File: src/rtl/reg_wb_arb.sv
// Write-back arbiter for the register file write port.
// Merges ALU results with FIFO-buffered load returns; also reports pending writes for hazard checks.
module reg_wb_arb #(
  parameter int PW     = 4,
  parameter int DW     = 8,
  parameter int DEPTH  = 4,
  parameter int STARVE = 3
) (
  input  logic                     clk,
  input  logic                     rst_n,
  input  logic                     alu_valid,
  output logic                     alu_ready,
  input  logic [PW:0]              alu_addr,
  input  logic [DW-1:0]            alu_data,
  input  logic                     ld_valid,
  output logic                     ld_ready,
  input  logic [PW:0]              ld_addr,
  input  logic [DW-1:0]            ld_data,
  input  logic [PW:0]              hz_addr,
  output logic                     hz_hit,
  output logic                     wr_en,
  output logic [PW:0]              wr_addr,
  output logic [DW-1:0]            dat_in,
  output logic [$clog2(DEPTH):0]   count,
  output logic                     order_err,
  output logic                     addr_err
);

  localparam int AW = PW + 1;
  localparam int IW = $clog2(DEPTH);
  localparam int CW = IW + 1;
  localparam int SW = $clog2(STARVE + 1);
  localparam logic [AW-1:0] MAX_ADDR = AW'(2 ** PW);

  logic [AW-1:0]    mem_addr [DEPTH];
  logic [DW-1:0]    mem_data [DEPTH];
  logic [DEPTH-1:0] mem_vld;
  logic [IW-1:0]    rd_ptr;
  logic [IW-1:0]    wr_ptr;
  logic [SW-1:0]    starve_cnt;
  logic             armed;

  logic             empty;
  logic             full;
  logic             force_pop;
  logic             alu_acc;
  logic             pop;
  logic             push;
  logic             grant;
  logic             addr_ok;
  logic             order_hit;
  logic [AW-1:0]    grant_addr;
  logic [DW-1:0]    grant_data;

  assign empty     = (count == '0);
  assign full      = (count == CW'(DEPTH));
  assign force_pop = !empty && (starve_cnt == SW'(STARVE));

  // armed stays low for the first cycle after reset release so no write issues on that edge
  assign alu_ready = !rst_n || (armed && !force_pop);
  assign ld_ready  = !full;

  assign alu_acc   = alu_valid && armed && !force_pop;
  assign pop       = armed && !empty && (force_pop || !alu_valid);
  assign push      = ld_valid && !full;
  assign grant     = alu_acc || pop;

  assign grant_addr = alu_acc ? alu_addr : mem_addr[rd_ptr];
  assign grant_data = alu_acc ? alu_data : mem_data[rd_ptr];
  assign addr_ok    = (grant_addr <= MAX_ADDR);

  always_comb begin
    order_hit = 1'b0;
    hz_hit    = wr_en && (wr_addr == hz_addr);
    for (int i = 0; i < DEPTH; i++) begin
      if (mem_vld[i] && (mem_addr[i] == alu_addr)) order_hit = 1'b1;
      if (mem_vld[i] && (mem_addr[i] == hz_addr))  hz_hit    = 1'b1;
    end
  end

  always_ff @(posedge clk or negedge rst_n) begin
    if (!rst_n) begin
      armed <= 1'b0;
    end else begin
      armed <= 1'b1;
    end
  end

  always_ff @(posedge clk or negedge rst_n) begin
    if (!rst_n) begin
      rd_ptr  <= '0;
      wr_ptr  <= '0;
      count   <= '0;
      mem_vld <= '0;
      for (int i = 0; i < DEPTH; i++) begin
        mem_addr[i] <= '0;
        mem_data[i] <= '0;
      end
    end else begin
      if (pop) begin
        mem_vld[rd_ptr] <= 1'b0;
        rd_ptr          <= rd_ptr + IW'(1);
      end
      if (push) begin
        mem_vld[wr_ptr]  <= 1'b1;
        mem_addr[wr_ptr] <= ld_addr;
        mem_data[wr_ptr] <= ld_data;
        wr_ptr           <= wr_ptr + IW'(1);
      end
      case ({push, pop})
        2'b10:   count <= count + CW'(1);
        2'b01:   count <= count - CW'(1);
        default: count <= count;
      endcase
    end
  end

  // Age of the FIFO head while the ALU keeps winning; saturates at the force threshold
  always_ff @(posedge clk or negedge rst_n) begin
    if (!rst_n) begin
      starve_cnt <= '0;
    end else if (empty || pop) begin
      starve_cnt <= '0;
    end else if (starve_cnt != SW'(STARVE)) begin
      starve_cnt <= starve_cnt + SW'(1);
    end
  end

  // Out-of-range writes are consumed but never reach the register file
  always_ff @(posedge clk or negedge rst_n) begin
    if (!rst_n) begin
      wr_en   <= 1'b0;
      wr_addr <= '0;
      dat_in  <= '0;
    end else if (grant && addr_ok) begin
      wr_en   <= 1'b1;
      wr_addr <= grant_addr;
      dat_in  <= grant_data;
    end else begin
      wr_en   <= 1'b0;
    end
  end

  always_ff @(posedge clk or negedge rst_n) begin
    if (!rst_n) begin
      order_err <= 1'b0;
      addr_err  <= 1'b0;
    end else begin
      if (alu_acc && order_hit) order_err <= 1'b1;
      if (grant && !addr_ok)    addr_err  <= 1'b1;
    end
  end

endmodule

File: config.mk
export PLATFORM = sky130hd
export DESIGN_NAME = reg_wb_arb
export DESIGN_NICKNAME = d
export VERILOG_FILES = /design/src/rtl/reg_wb_arb.sv
export SDC_FILE = /design/constraint.sdc
export NUM_CORES = 1
export LEC_CHECK = 0
export CAP_MARGIN = 10
export CELL_PAD_IN_SITES_DETAIL_PLACEMENT = 0
export CELL_PAD_IN_SITES_GLOBAL_PLACEMENT = 1
export CORE_MARGIN = 8
export CORE_UTILIZATION = 42
export CTS_BUF_LIST = sky130_fd_sc_hd__clkbuf_4 sky130_fd_sc_hd__clkbuf_8
export CTS_CLUSTER_DIAMETER = 120
export CTS_CLUSTER_SIZE = 8
export DETAILED_ROUTE_END_ITERATION = 7
export HOLD_SLACK_MARGIN = 0.05
export PLACE_DENSITY_LB_ADDON = 0.1
export SLEW_MARGIN = 0
export SYNTH_ARGS = -nofsm -noshare
export SYNTH_HDL_FRONTEND = slang
export SYNTH_SLANG_ARGS = --single-unit
export TNS_END_PERCENT = 50
File: constraint.sdc
create_clock -name clk -period 2.5 [get_ports clk]
set_input_delay 0.5 -clock clk [delete_from_list [all_inputs] [get_ports clk]]
set_output_delay 0.5 -clock clk [all_outputs]
set_load 0.005 [all_outputs]
==> results.cfg, run 1 <==
[logic_synthesis]
synth_flop_type = dfrtp_1
synth_warnings = 0
synth-edff-count = 0
distinct_cell_type_count_after_synthesis = 39
number_of_nets_produced_by_synthesis = 413
syn-instance-count = 367
synth_area_per_cell_um2 = 11.99
ys_seq_elements = 82
seq_area_frac_synth_pct = 46.62
async_reset_ff_share_pct = 100.0
netlist_area_um2 = 4402

[power]
p_leak_nw = 2.527
swShare_pct = 34.34
p_int_w = 0.004674
max-vdd-ir-drop_mv = 0.5927
combPwrFrac_pct = 49.4
seq_power_share_pct = 35.0
share_clk_of_total_power_pct = 15.6
power.net_switching_w = 0.002445
pwr_density_cell_nw_per_um2 = 1266

[clocking]
cts.clk_slew.worst_paths_ns = 0.09
cts_inserted_buffers = 9
cts-root-buf = clkbuf_8
clock-sinks = 82
clk-insertion-delay-late_ns = 0.36
clockBufferDepth = 2
post_cts_buffers = 0
cts.hold.buffers_added = 0
cts_tree = done
htreeDepth = 3

[global_route]
via_count_of_the_first_global_routing_pass = 3324
grt_start_max_net_pins = 55
wire_length_of_the_first_global_routing_pass_mm = 17.99
gr-max-usage-layer = met2
global_route.usage.total_pct = 16.13
global_route.overflow_total = 0
grtUsageMet3_pct = 3.570
met2_usage_pct = 25.90
number_of_antenna_violations_at_the_first_check_in_global_routing = 0
grt_use_met1_pct = 21.15

[layout]
most-common-layout-cells = dfrtp_1, nand2_1, mux2_2
ant_diodes = 0
fin_area_um2 = 5625
fillCellCount = 908
syn_to_final_growth_pct = 27.80
final_common_cell = dfrtp_1
final_layout_size_suffix_gt1_share_pct = 32.03
nNetsFinal = 503

[timing]
drv_slew = 0
hold_viol = 0
final.hold.worst_slack_ns = 0.1579
fmaxAchievable_mhz = 410.1
finalClockSkew_ns = 0.01569
period_needed_ns = 2.439
grt_setup_unrepaired = false
tightestPinTransition_ns = 0.6945
timing.max_slew.rel_slack_pct = 53.70
finalSetupViolations = 0
worst_slack_ns = 0.06129
finalCritPeriodShare_pct = 97.55

[worst_setup_path]
crit_path_max_fanout = 8
worst-endpoint-required_ns = 2.74
worst_setup_path_start_kind = flip-flop
worstSetupPathType = reg -> reg
critPathCaptureType = flip-flop
cp.arrival_ns = 2.68
reg2reg_from = rd_ptr[0]
crit_start = rd_ptr[0]

[placement]
gp_congestion = 0.8393
dpl_worst_slack_ns = -0.3424
hpwlAfterDp_mm = 8.055
io_buffer_count = 56
placement.cell_area_um2 = 5391

[die]
design.die.area_um2 = 14010
top_level_ports = 57
design.core.area_um2 = 10230
dieHeight_um = 118.4
die_width_um = 118.4
row_count = 37
starting_utilization_of_the_core_area_pct = 43.02

[drt]
detailed_route_wire_length_per_cell_um = 17.94
num_vias = 3050
dr.first_iter.drc_count = 119
drtPass1Iterations = 4
ant_nets = 0
post_drt_via_cell_ratio = 5.100
drt_wl_total_mm = 10.73
drc_errors = 0

[run_status]
run_status = completed

[job]
maxCapViolations = 0

[min_path]
timing.hold.worst.class = in -> async
[sequential cells by signal (all words and copies together) (netlist names)]
register,count
mem_data,32
mem_addr,20
dat_in,8
wr_addr,5
mem_vld,4
count,3
rd_ptr,2
starve_cnt,2
wr_ptr,2
addr_err,1
armed,1
order_err,1
wr_en,1
[metrics by stage]
step	power [W]	setup TNS, ns	utilization, %	instances
global route	0.007636	0	54.98	598
detailed placement	0.006052	-0.4841	52.70	582
floorplan	0.004682	0	-	367
global placement	0.005988	-0.6834	52.70	582
CTS	0.007172	0	54.85	598
finish	0.007119	0	54.98	598
[logic make-up after synthesis]
family	count (synthesis)	synth area share, %
other cells	1	0.08519
buf+inv	31	3.070
simple gates	97	9.949
fa+ha+maj	11	3.297
compound gates	16	2.729
flops	82	46.62
mux	78	24.10
xor+xnor	51	10.15
[routing by layer]
metal | part of all wire, % | vias to the layer above
met5 | 0 | -
met4 | 1.2 | 0
met3 | 4.3 | 10
met2 | 47 | 57
met1 | 48 | 1538
li1 | - | 1445
[worst paths after layout]
kind	end	slack, ns	cells past startpoint
min in group clk	order_err	0.47	1
hold / removal	starve_cnt[0]	0.16	2
setup / recovery	dat_in[4]	0.06	6
hold reg to reg	order_err	0.47	1
max in group asynchronous	rd_ptr[0]	1.73	2
setup reg to reg	dat_in[4]	0.06	6
[power by group through the flow]
stage / logic (W) / clock network [W] / registers, W
global route: 0.00386 / 0.00120 / 0.00258
global placement: 0.00351 / 0 / 0.00248
finish: 0.00352 / 0.00111 / 0.00249
detailed placement: 0.00355 / 0 / 0.00250
floorplan: 0.00225 / 0 / 0.00243
CTS: 0.00356 / 0.00114 / 0.00247
[area by class of cell]
type                    count  area (um^2)  area share [%]
well taps                 136        170.2           3.025
inverters                   9        33.78          0.6005
clock inverters             6        88.84           1.579
flip-flops and latches     82         2054           36.52
repair buffers            101        909.6           16.17
multi-input cells         254         2231           39.66
clock buffers              10        137.6           2.447
[critical path: stages, from the launching register on]
cell and delay, ns:
dfrtp_2 0.47, buf_4 0.17, mux4_2 0.34, or4_4 0.60
a22oi_4 0.26, buf_12 0.18, mux2_4 0.30
[Yosys cell counts, drive strengths merged, types with 2 or more instances]
cell type / n / area share (%)
a21o: 3 / 0.51
a21oi: 4 / 0.45
a22oi: 2 / 0.65
and2: 2 / 0.28
and3: 2 / 0.28
buf: 7 / 1.0
clkbuf: 15 / 1.3
dfrtp: 82 / 47
ha: 10 / 2.8
inv: 9 / 0.77
mux2: 64 / 17
mux4: 13 / 6.7
nand2: 59 / 5.0
nand2b: 2 / 0.28
nand3: 10 / 1.1
nand4: 3 / 0.43
nor2: 5 / 0.43
nor4: 10 / 1.4
o21ai: 2 / 0.23
xnor2: 12 / 2.4
xor2: 39 / 7.8
[what timing repair did]
item | in CTS | in global routing
gates resized for setup | 7 | 7
endpoints found under the setup margin | 13 | 10
pin swaps | 2 | 3
(Power assumes the default switching activity.)
==> run 2: changes to the inputs <==
Settings changed: CTS_CLUSTER_DIAMETER 120 to 60.
==> results of run 2 <==
Same layout as run 1: the final DEF is identical, and so are final timing and power.
